[src/rtl/gru_state_update_if.sv]
// Stream interface for the GRU hidden-state update engine: operand input stream,
// result output stream and the sticky saturation flag controls.
interface gru_state_update_if #(
    parameter int DATABIT = 16
);
    logic                      in_valid;
    logic                      in_ready;
    logic                      mode_i;
    logic signed [DATABIT-1:0] z_i;
    logic signed [DATABIT-1:0] dz_i;
    logic signed [DATABIT-1:0] h_prev_i;
    logic signed [DATABIT-1:0] h_cand_i;
    logic signed [DATABIT-1:0] dh_prev_i;
    logic signed [DATABIT-1:0] dh_cand_i;
    logic                      out_valid;
    logic                      out_ready;
    logic signed [DATABIT-1:0] h_o;
    logic                      out_last;
    logic                      out_mode;
    logic                      sat_flag;
    logic                      sat_clr;

    modport master (
        output in_valid, mode_i, z_i, dz_i, h_prev_i, h_cand_i, dh_prev_i, dh_cand_i,
        output out_ready, sat_clr,
        input  in_ready, out_valid, h_o, out_last, out_mode, sat_flag
    );

    modport slave (
        input  in_valid, mode_i, z_i, dz_i, h_prev_i, h_cand_i, dh_prev_i, dh_cand_i,
        input  out_ready, sat_clr,
        output in_ready, out_valid, h_o, out_last, out_mode, sat_flag
    );
endinterface

[src/rtl/gru_state_update.sv]
// Pipelined fixed-point GRU hidden-state update, forward and tangent modes.
// S1 registers operands plus diff/omz, S2 registers the three products,
// S3 sums, rounds half up, clamps and lands in the output register.
module gru_state_update #(
    parameter int DATABIT = 16,
    parameter int FRAC    = 14,
    parameter int CH      = 32
) (
    input logic           clk,
    input logic           rst,
    gru_state_update_if.slave bus
);
    localparam int W1 = DATABIT + 1;
    localparam int WP = 2 * DATABIT + 2;
    localparam int WS = 2 * DATABIT + 4;
    localparam int CW = (CH > 1) ? $clog2(CH) : 1;

    localparam logic signed [W1-1:0] One  = W1'(1) <<< FRAC;
    localparam logic signed [WS-1:0] Half = WS'(1) <<< (FRAC - 1);
    localparam logic signed [WS-1:0] MaxV = (WS'(1) <<< (DATABIT - 1)) - WS'(1);
    localparam logic signed [WS-1:0] MinV = -(WS'(1) <<< (DATABIT - 1));
    localparam logic [CW-1:0]        LastCnt = CW'(CH - 1);

    // Control
    logic                      adv;
    logic                      hs;
    logic                      elem_mode;
    logic [CW-1:0]             cnt_q, cnt_d;
    logic                      mode_q, mode_d;

    // Stage 1
    logic                      s1_valid_q, s1_valid_d;
    logic                      s1_last_q, s1_last_d;
    logic                      s1_mode_q, s1_mode_d;
    logic signed [DATABIT-1:0] s1_z_q, s1_z_d;
    logic signed [DATABIT-1:0] s1_dz_q, s1_dz_d;
    logic signed [DATABIT-1:0] s1_h_prev_q, s1_h_prev_d;
    logic signed [DATABIT-1:0] s1_h_cand_q, s1_h_cand_d;
    logic signed [DATABIT-1:0] s1_dh_prev_q, s1_dh_prev_d;
    logic signed [DATABIT-1:0] s1_dh_cand_q, s1_dh_cand_d;
    logic signed [W1-1:0]      s1_diff_q, s1_diff_d;
    logic signed [W1-1:0]      s1_omz_q, s1_omz_d;

    // Stage 2
    logic                      s2_valid_q, s2_valid_d;
    logic                      s2_last_q, s2_last_d;
    logic                      s2_mode_q, s2_mode_d;
    logic signed [WP-1:0]      s2_p1_q, s2_p1_d;
    logic signed [WP-1:0]      s2_p2_q, s2_p2_d;
    logic signed [WP-1:0]      s2_p3_q, s2_p3_d;

    // Stage 3 / output register
    logic signed [WS-1:0]      sum;
    logic signed [WS-1:0]      rnd;
    logic signed [DATABIT-1:0] res;
    logic                      sat_evt;
    logic                      out_valid_q, out_valid_d;
    logic signed [DATABIT-1:0] h_q, h_d;
    logic                      out_last_q, out_last_d;
    logic                      out_mode_q, out_mode_d;
    logic                      sat_q, sat_d;

    // S3 arithmetic: sum products, round half up, clamp to the signed result range
    always_comb begin
        sum     = WS'(s2_p1_q) + WS'(s2_p2_q) + WS'(s2_p3_q);
        rnd     = (sum + Half) >>> FRAC;
        sat_evt = 1'b0;
        res     = rnd[DATABIT-1:0];
        if (rnd > MaxV) begin
            res     = MaxV[DATABIT-1:0];
            sat_evt = 1'b1;
        end else if (rnd < MinV) begin
            res     = MinV[DATABIT-1:0];
            sat_evt = 1'b1;
        end
    end

    // Next state for counter, mode latch, all pipeline stages and the sticky flag
    always_comb begin
        adv       = ~out_valid_q | bus.out_ready;
        hs        = bus.in_valid & adv;
        // First element of a vector uses mode_i directly; the rest use the latched value.
        elem_mode = (cnt_q == '0) ? bus.mode_i : mode_q;

        cnt_d        = cnt_q;
        mode_d       = mode_q;
        s1_valid_d   = s1_valid_q;
        s1_last_d    = s1_last_q;
        s1_mode_d    = s1_mode_q;
        s1_z_d       = s1_z_q;
        s1_dz_d      = s1_dz_q;
        s1_h_prev_d  = s1_h_prev_q;
        s1_h_cand_d  = s1_h_cand_q;
        s1_dh_prev_d = s1_dh_prev_q;
        s1_dh_cand_d = s1_dh_cand_q;
        s1_diff_d    = s1_diff_q;
        s1_omz_d     = s1_omz_q;
        s2_valid_d   = s2_valid_q;
        s2_last_d    = s2_last_q;
        s2_mode_d    = s2_mode_q;
        s2_p1_d      = s2_p1_q;
        s2_p2_d      = s2_p2_q;
        s2_p3_d      = s2_p3_q;
        out_valid_d  = out_valid_q;
        h_d          = h_q;
        out_last_d   = out_last_q;
        out_mode_d   = out_mode_q;
        sat_d        = sat_q;

        if (hs) begin
            cnt_d = (cnt_q == LastCnt) ? '0 : cnt_q + 1'b1;
            if (cnt_q == '0) begin
                mode_d = bus.mode_i;
            end
        end

        if (adv) begin
            s1_valid_d = bus.in_valid;
            if (bus.in_valid) begin
                s1_last_d    = (cnt_q == LastCnt);
                s1_mode_d    = elem_mode;
                s1_z_d       = bus.z_i;
                s1_dz_d      = bus.dz_i;
                s1_h_prev_d  = bus.h_prev_i;
                s1_h_cand_d  = bus.h_cand_i;
                s1_dh_prev_d = bus.dh_prev_i;
                s1_dh_cand_d = bus.dh_cand_i;
                s1_diff_d    = W1'(bus.h_prev_i) - W1'(bus.h_cand_i);
                s1_omz_d     = One - W1'(bus.z_i);
            end

            s2_valid_d = s1_valid_q;
            if (s1_valid_q) begin
                s2_last_d = s1_last_q;
                s2_mode_d = s1_mode_q;
                if (s1_mode_q) begin
                    s2_p1_d = WP'(s1_dz_q) * WP'(s1_diff_q);
                    s2_p2_d = WP'(s1_z_q) * WP'(s1_dh_prev_q);
                    s2_p3_d = WP'(s1_omz_q) * WP'(s1_dh_cand_q);
                end else begin
                    s2_p1_d = WP'(s1_z_q) * WP'(s1_h_prev_q);
                    s2_p2_d = WP'(s1_omz_q) * WP'(s1_h_cand_q);
                    s2_p3_d = '0;
                end
            end

            out_valid_d = s2_valid_q;
            if (s2_valid_q) begin
                h_d        = res;
                out_last_d = s2_last_q;
                out_mode_d = s2_mode_q;
            end
        end

        // Set takes priority over a same-cycle clear.
        if (bus.sat_clr) begin
            sat_d = 1'b0;
        end
        if (adv && s2_valid_q && sat_evt) begin
            sat_d = 1'b1;
        end
    end

    // State registers with synchronous reset
    always_ff @(posedge clk) begin
        if (rst) begin
            cnt_q        <= '0;
            mode_q       <= 1'b0;
            s1_valid_q   <= 1'b0;
            s1_last_q    <= 1'b0;
            s1_mode_q    <= 1'b0;
            s1_z_q       <= '0;
            s1_dz_q      <= '0;
            s1_h_prev_q  <= '0;
            s1_h_cand_q  <= '0;
            s1_dh_prev_q <= '0;
            s1_dh_cand_q <= '0;
            s1_diff_q    <= '0;
            s1_omz_q     <= '0;
            s2_valid_q   <= 1'b0;
            s2_last_q    <= 1'b0;
            s2_mode_q    <= 1'b0;
            s2_p1_q      <= '0;
            s2_p2_q      <= '0;
            s2_p3_q      <= '0;
            out_valid_q  <= 1'b0;
            h_q          <= '0;
            out_last_q   <= 1'b0;
            out_mode_q   <= 1'b0;
            sat_q        <= 1'b0;
        end else begin
            cnt_q        <= cnt_d;
            mode_q       <= mode_d;
            s1_valid_q   <= s1_valid_d;
            s1_last_q    <= s1_last_d;
            s1_mode_q    <= s1_mode_d;
            s1_z_q       <= s1_z_d;
            s1_dz_q      <= s1_dz_d;
            s1_h_prev_q  <= s1_h_prev_d;
            s1_h_cand_q  <= s1_h_cand_d;
            s1_dh_prev_q <= s1_dh_prev_d;
            s1_dh_cand_q <= s1_dh_cand_d;
            s1_diff_q    <= s1_diff_d;
            s1_omz_q     <= s1_omz_d;
            s2_valid_q   <= s2_valid_d;
            s2_last_q    <= s2_last_d;
            s2_mode_q    <= s2_mode_d;
            s2_p1_q      <= s2_p1_d;
            s2_p2_q      <= s2_p2_d;
            s2_p3_q      <= s2_p3_d;
            out_valid_q  <= out_valid_d;
            h_q          <= h_d;
            out_last_q   <= out_last_d;
            out_mode_q   <= out_mode_d;
            sat_q        <= sat_d;
        end
    end

    assign bus.in_ready  = adv;
    assign bus.out_valid = out_valid_q;
    assign bus.h_o       = h_q;
    assign bus.out_last  = out_last_q;
    assign bus.out_mode  = out_mode_q;
    assign bus.sat_flag  = sat_q;

endmodule

[src/flat_wrapper.sv]
// flat-port wrapper written by rule: the top's interface ports become plain ports
module gru_state_update_flat 
#(
    parameter int DATABIT = 16,
    parameter int FRAC    = 14,
    parameter int CH      = 32
)
  (clk, rst, bus_in_valid, bus_mode_i, bus_z_i, bus_dz_i, bus_h_prev_i, bus_h_cand_i, bus_dh_prev_i, bus_dh_cand_i, bus_out_ready, bus_sat_clr, bus_in_ready, bus_out_valid, bus_h_o, bus_out_last, bus_out_mode, bus_sat_flag);
  gru_state_update_if #(.DATABIT(DATABIT)) bus_i ();
  input logic clk;
  input logic rst;
  input wire logic [$bits(bus_i.in_valid)-1:0] bus_in_valid;
  input wire logic [$bits(bus_i.mode_i)-1:0] bus_mode_i;
  input wire logic [$bits(bus_i.z_i)-1:0] bus_z_i;
  input wire logic [$bits(bus_i.dz_i)-1:0] bus_dz_i;
  input wire logic [$bits(bus_i.h_prev_i)-1:0] bus_h_prev_i;
  input wire logic [$bits(bus_i.h_cand_i)-1:0] bus_h_cand_i;
  input wire logic [$bits(bus_i.dh_prev_i)-1:0] bus_dh_prev_i;
  input wire logic [$bits(bus_i.dh_cand_i)-1:0] bus_dh_cand_i;
  input wire logic [$bits(bus_i.out_ready)-1:0] bus_out_ready;
  input wire logic [$bits(bus_i.sat_clr)-1:0] bus_sat_clr;
  output wire logic [$bits(bus_i.in_ready)-1:0] bus_in_ready;
  output wire logic [$bits(bus_i.out_valid)-1:0] bus_out_valid;
  output wire logic [$bits(bus_i.h_o)-1:0] bus_h_o;
  output wire logic [$bits(bus_i.out_last)-1:0] bus_out_last;
  output wire logic [$bits(bus_i.out_mode)-1:0] bus_out_mode;
  output wire logic [$bits(bus_i.sat_flag)-1:0] bus_sat_flag;
  assign bus_i.in_valid = bus_in_valid;
  assign bus_i.mode_i = bus_mode_i;
  assign bus_i.z_i = bus_z_i;
  assign bus_i.dz_i = bus_dz_i;
  assign bus_i.h_prev_i = bus_h_prev_i;
  assign bus_i.h_cand_i = bus_h_cand_i;
  assign bus_i.dh_prev_i = bus_dh_prev_i;
  assign bus_i.dh_cand_i = bus_dh_cand_i;
  assign bus_i.out_ready = bus_out_ready;
  assign bus_i.sat_clr = bus_sat_clr;
  assign bus_in_ready = bus_i.in_ready;
  assign bus_out_valid = bus_i.out_valid;
  assign bus_h_o = bus_i.h_o;
  assign bus_out_last = bus_i.out_last;
  assign bus_out_mode = bus_i.out_mode;
  assign bus_sat_flag = bus_i.sat_flag;
  gru_state_update #(.DATABIT(DATABIT), .FRAC(FRAC), .CH(CH)) u_core (.clk(clk), .rst(rst), .bus(bus_i));
endmodule
[config.mk]
export PLATFORM = sky130hd
export DESIGN_NAME = gru_state_update_flat
export DESIGN_NICKNAME = d
export VERILOG_FILES = /design/src/rtl/gru_state_update_if.sv /design/src/rtl/gru_state_update.sv /design/src/flat_wrapper.sv
export SDC_FILE = /design/constraint.sdc
export NUM_CORES = 2
export LEC_CHECK = 0
export BUFFER_PORTS_ARGS = -buffer_cell sky130_fd_sc_hd__buf_4
export CAP_MARGIN = 10
export CORE_ASPECT_RATIO = 0.75
export CORE_MARGIN = 5
export CORE_UTILIZATION = 45
export DETAILED_ROUTE_END_ITERATION = 16
export HOLD_SLACK_MARGIN = 0.02
export PLACE_DENSITY = 0.66
export SLEW_MARGIN = 40
export SYNTH_ARGS = -nofsm -noshare
export SYNTH_HDL_FRONTEND = slang
export SYNTH_SLANG_ARGS = --single-unit
[constraint.sdc]
create_clock -name clk -period 11.55 [get_ports clk]
set_input_delay 0 -clock clk [delete_from_list [all_inputs] [get_ports clk]]
set_output_delay 0 -clock clk [all_outputs]
set_load 0.1 [all_outputs]
; Yosys cells after proc, flatten, opt, wreduce, memory -nomap -nowiden
; Cells that the tools add are included.
[totals]
reg_bits = 264
inputBits = 102
out_inout_bits = 21
word_cells = 59
[classes]
add_sub_neg = 6
mul = 5
magnitude_cmp = 2
n_eq_ne = 1
n_mux = 11
bitwise_logic = 3
n_reduce_logical = 7
[ops]
columns = operator, n
row1 = 34-bit 2-to-1 mux, 3
row2 = 17-bit by 16-bit multiplier with 33-bit output, 2
row3 = 16-bit by 16-bit multiplier with 32-bit output, 2
row4 = 35-bit by 34-bit adder with 36-bit output, 1
row5 = "36-bit by 15-bit adder with 36-bit output, second input constant", 1
row6 = 34-bit by 34-bit adder with 35-bit output, 1
row7 = 16-bit by 17-bit multiplier with 33-bit output, 1
row8 = 16-bit 2-to-1 mux, 2
row9 = "22-bit by 16-bit > comparator with 1-bit output, second input constant", 1
row10 = "22-bit by 16-bit less-than comparator with 1-bit output, second input constant", 1
row11 = 16-bit by 16-bit subtractor with 17-bit output, 1
row12 = "16-bit by 16-bit subtractor with 17-bit output, first input constant", 1
row13 = 2-bit AND reduction, 3
row14 = "5-bit by 1-bit adder with 5-bit output, second input constant", 1
row15 = "5-bit == test, second input constant", 1
row16 = 5-bit logical NOT, 1
row17 = 1-bit 2-to-1 mux, 5
row18 = 5-bit 2-to-1 mux, 1
row19 = 1-bit logical AND, 2
row20 = 2-bit nonzero test, 1
row21 = 1-bit bitwise AND, 1
row22 = 1-bit NOT, 1
row23 = 1-bit bitwise OR, 1

; Longest topological paths before layout
[depth]
word_depth = 8
mapped_depth = 27
ltp_nobuf = 24

; Worst setup path before layout
; OpenSTA, ideal clock, no wires.
[synth_path]
path_kind = flip-flop to flip-flop
from = register u_core.s1_z_q[15]
to = register u_core.s2_p2_q[32]
setup_time_ns = 0.133
arrival_time_ns = 6.353
required_time_ns = 11.417
setup_slack_ns = 5.065
path_stages_with_launch = 25
n_path_buf = 2
synth_period_minus_slack_ns = 6.485
cell_sequence = dfxtp_1 -> clkbuf_1 -> nand2_1 -> inv_1 -> fa_1 -> fa_1 -> fa_1 -> fa_1 -> fa_1 -> inv_1 -> fa_1 -> inv_1 -> ha_1 -> clkbuf_1 -> nand2_1 -> nor3_1 -> nand2_1 -> a211oi_1 -> o21ai_0 -> o21ai_0 -> a21o_1 -> a21oi_1 -> xnor2_1 -> a221oi_1 -> a31oi_1
[synth_between]
elab_chain_cells = 2
[synth_rtl]
columns = element, line_no
row1 = "start, declared", gru_state_update.sv:35  ; logic signed [DATABIT-1:0] s1_z_q, s1_z_d;
row2 = "start signal, assigned", gru_state_update.sv:197  ; s1_z_q <= s1_z_d;
row3 = 16-bit by 16-bit multiplier with 32-bit output, gru_state_update.sv:138  ; s2_p2_d = WP'(s1_z_q) * WP'(s1_dh_prev_q);
row4 = 34-bit 2-to-1 mux, gru_state_update.sv:136  ; if (s1_mode_q) begin
row5 = "end signal, assigned", gru_state_update.sv:209  ; s2_p2_q <= s2_p2_d;
row6 = "end, declared", gru_state_update.sv:49  ; logic signed [WP-1:0] s2_p2_q, s2_p2_d;
; No other way between the ends.
; A chain may end at the register's enable or synchronous reset.

; Worst setup path in the final report
[layout_path]
from = register u_core.s1_dh_prev_q[1]
to = register u_core.s2_p2_q[32]
[layout_between]
elab_chain_cells = 2
[layout_rtl]
columns = element, line_no
row1 = "start, declared", gru_state_update.sv:39  ; logic signed [DATABIT-1:0] s1_dh_prev_q, s1_dh_prev_d;
row2 = "start signal, assigned", gru_state_update.sv:201  ; s1_dh_prev_q <= s1_dh_prev_d;
row3 = 16-bit by 16-bit multiplier with 32-bit output, gru_state_update.sv:138
row4 = 34-bit 2-to-1 mux, gru_state_update.sv:136
; No other way between the ends.

==> impl_metrics.yaml <==
run_status:
  status: "complete, no violations"
power:
  power.share.clock: 0.245
  p_comb_frac: 0.526
  ir_drop_uv: 105
  intPower_mw: 2.65
  p_per_area_mw_per_mm2: 72.6
  seqPwrFrac: 0.229
  p_leak_nw: 35.3
  p_sw_frac: 0.467
  p_sw_mw: 2.32
final_layout:
  final_cell_mix: "inv_1 (1616), fa_1 (1385), nand2_1 (962)"
  final_common_cell: "inv_1"
  n_fill_cell: 13100
  area_growth_syn_to_layout_pct: 7.95
  drive_gt1_frac: 0.0416
  fin_nets: 9155
synth:
  synth_area_mm2: 0.0634
  synth_ff_type: "dfxtp_1"
  ys_warn_count: 0
  synth.ff_latch_count: 259
  yosysUniqueCellTypes: 87
  syn-instance-count: 7148
  synth_edf_count: 0
  avgSynthCellArea_um2: 8.86
  ys_seq_area_frac: 0.0818
  async_flop_share: 0
  synth_nets: 9136
sta:
  hold_ws_ns: 0.193
  clock.fmax_mhz: 135
  final-setup-viol-count: 0
  finalCritPeriodShare: 0.643
  hold_viol: 0
  worst_slew_pin_slew_ns: 0.930
  max_slew_margin: 0.379
  fin_crit_ns: 7.42
  tns_ns: 0
  finalMaxSlewViolations: 0
  grt_setup_unrepaired: "false"
  skew_ns: 0.0330
die:
  die-area_mm2: 0.148
  die_x_um: 443
  io_pins: 123
  die_y_um: 335
  initial_core_util: 0.452
  fp.coreArea_mm2: 0.140
  std_cell_rows: 119
setup_path:
  critPathCaptureType: "flop"
  cp.arrival_ns: 7.90
  path_class: "flop to flop"
  critical_path.max_fanout: 17
  ff2ff_path_depth: 22
  r2r-start: "u_core.s1_dh_prev_q[1]$_SDFFE_PP0P_"
  r2r_slack_ns: 4.13
  critPathLaunchType: "flop"
  rr_endpoint: "u_core.s2_p2_q[32]$_SDFFE_PP0P_"
  timing.critical_path.required_ns: 12.03
cts:
  cts_root_buf: "clkbuf_16"
  clock_sinks: 259
  cts_tree: "yes"
  cts_resized: 0
  clk_latency_ns: 0.62
  cts.htree.levels: 2
  numCtsBuffers: 36
  clk_pin_slew_ns: 0.06
  ctsLongestPathBuffers: 3
job:
  max-cap-violations: 0
detailed_routing:
  drcViolationCount: 0
  initialDrtViolationCount: 3704
  wl_per_cell_um: 19.8
  wl_um: 180000
  via_per_inst: 5.29
  vias: 48000
  drt_first_pass_iters: 6
  antenna_left: 0
worst_hold_path:
  hold_path_depth: 4
  hold_start: "bus_dh_prev_i[8]"
  hold_class: "input port to flop"
  min_to: "u_core.s1_dh_prev_q[8]$_SDFFE_PP0P_"
placed_design:
  gp_congestion: 0.938
  dp_hpwl_um: 144000
  port_buffers: 122
global_routing:
  grt_max_degree: 77
  antenna_found_initial: 3
  grt-ovfl-total: 0
  grt_pass1_vias: 51600
  track_usage: 0.248
  grt_pass1_wl_um: 291000
-- sequential cells by signal, indices dropped and copies added, names as in the netlist, 15 cells and up --
signal               cells
u_core.s2_p1_q          33
u_core.s2_p2_q          33
u_core.s2_p3_q          33
u_core.s1_diff_q        17
u_core.s1_omz_q         17
u_core.bus.h_o          16
u_core.s1_dh_cand_q     16
u_core.s1_dh_prev_q     16
u_core.s1_dz_q          16
u_core.s1_h_cand_q      16
u_core.s1_h_prev_q      16
u_core.s1_z_q           15
-- final cells by class --
| cell class | count | area [um2] | area share |
|---|---|---|---|
| diodes | 1 | 2.50 | 0.0000366 |
| clock buffers | 46 | 1010 | 0.0148 |
| clock inverters | 18 | 224 | 0.00327 |
| inverters | 1617 | 6070 | 0.0888 |
| multi-input cells | 4951 | 50900 | 0.745 |
| flip-flops and latches | 259 | 5220 | 0.0763 |
| well taps | 1875 | 2350 | 0.0343 |
| repair buffers | 302 | 2600 | 0.0380 |
-- Yosys cell counts (all sizes together), types with 5 or more instances --
master	count	area share
inv	1617	0.096
fa	1385	0.44
nand2	965	0.057
and2	646	0.064
ha	501	0.099
a21oi	307	0.024
clkbuf	300	0.018
dfxtp	259	0.082
nor2	222	0.013
xnor2	153	0.021
o21ai	110	0.0088
a21o	78	0.0092
a211oi	73	0.0089
xor2	60	0.0083
nand3	46	0.0036
nand2b	42	0.0041
nor3	39	0.0031
o21bai	26	0.0031
a31oi	24	0.0025
buf	21	0.0014
a22oi	20	0.0024
a221o	18	0.0028
nor2b	17	0.0017
o21a	17	0.0020
nand4	16	0.0016
or3	16	0.0016
and3	13	0.0013
mux2i	13	0.0021
o211ai	13	0.0016
a311oi	9	0.0012
o22ai	9	0.00089
a221oi	8	0.0012
nor4	8	0.00089
o31ai	8	0.0012
a22o	7	0.00097
a31o	6	0.00083
nor4b	6	0.00083
or4	6	0.00071
a2111oi	5	0.00081
or2	5	0.00049
-- what timing repair did --
item,CTS,global route
hold buffers,124,0
endpoints found under the setup margin,0,0
hold endpoints to repair,150,0
setup buffers,0,0
-- kinds of logic (layout without fill, tap and decap cells) --
kind of cell / after synthesis / after routing / share of synthesized area
AOI/OAI and AO/OA: 777 / 777 / 0.0789
other: 0 / 1 / 0
and+or+nand+nor: 2060 / 2060 / 0.156
buffers and inverters: 1938 / 1983 / 0.115
DFF: 259 / 259 / 0.0818
xor gates and xnor gates: 213 / 213 / 0.0294
muxes: 15 / 15 / 0.00241
adders and majority gates: 1886 / 1886 / 0.537
-- worst max path at each step --
stage                                      endpoint  slack [ns]  depth (start not counted)                           startpoint
finish              u_core.s2_p2_q[32]$_SDFFE_PP0P_        4.13                         22  u_core.s1_dh_prev_q[1]$_SDFFE_PP0P_
global route        u_core.s2_p2_q[32]$_SDFFE_PP0P_        3.58                         22  u_core.s1_dh_prev_q[1]$_SDFFE_PP0P_
CTS                 u_core.s2_p2_q[32]$_SDFFE_PP0P_        4.13                         22  u_core.s1_dh_prev_q[1]$_SDFFE_PP0P_
detailed placement  u_core.s2_p2_q[32]$_SDFFE_PP0P_        4.18                         22  u_core.s1_dh_prev_q[1]$_SDFFE_PP0P_
global placement    u_core.s2_p3_q[32]$_SDFFE_PP0P_        4.32                         20     u_core.s1_omz_q[16]$_SDFFE_PP0P_
floorplan           u_core.s2_p2_q[32]$_SDFFE_PP0P_        5.06                         24       u_core.s1_z_q[15]$_SDFFE_PP0P_
-- power groups by stage --
| stage | Clock (mW) | Sequential [mW] | Combinational [mW] |
|---|---|---|---|
| CTS | 1.24 | 1.13 | 2.60 |
| finish | 1.22 | 1.14 | 2.61 |
| global placement | 0 | 1.14 | 2.51 |
| detailed placement | 0 | 1.15 | 2.55 |
| floorplan | 0 | 1.07 | 1.79 |
| global route | 1.28 | 1.15 | 2.91 |
-- per-layer routing --
metal	GRT usage	up-vias	wire, um
li1	-	21500	-
met1	0.344	24400	76000
met2	0.389	1738	79600
met3	0.0522	321	16400
met4	0.0887	2	7570
met5	0	-	8
-- critical path: stages (launching register included) --
cell	delay [ns]
dfxtp_1	0.77
nand2_1	0.19
inv_1	0.17
fa_1	0.56
fa_1	0.94
fa_1	0.54
fa_1	0.51
fa_1	0.49
inv_1	0.05
fa_1	0.47
inv_1	0.04
ha_1	0.36
nand2_1	0.14
nor3_1	0.26
nand2_1	0.11
a211oi_1	0.20
o21ai_0	0.25
o21ai_0	0.35
a21o_1	0.19
a21oi_1	0.08
xnor2_1	0.21
a221oi_1	0.30
a31oi_1	0.11
-- stage by stage --
| step | std cells | power [mW] | instance area [um2] | setup WS (ns) | utilization |
|---|---|---|---|---|---|
| floorplan | 7148 | 2.86 | 63400 | 5.06 | - |
| global placement | 8880 | 3.66 | 65900 | 4.32 | 0.470 |
| detailed placement | 8880 | 3.70 | 65900 | 4.18 | 0.470 |
| CTS | 9068 | 4.97 | 68400 | 4.13 | 0.488 |
| global route | 9068 | 5.34 | 68400 | 3.58 | 0.488 |
| finish | 9069 | 4.97 | 68400 | 4.13 | 0.488 |
(Power assumes the default switching activity.)
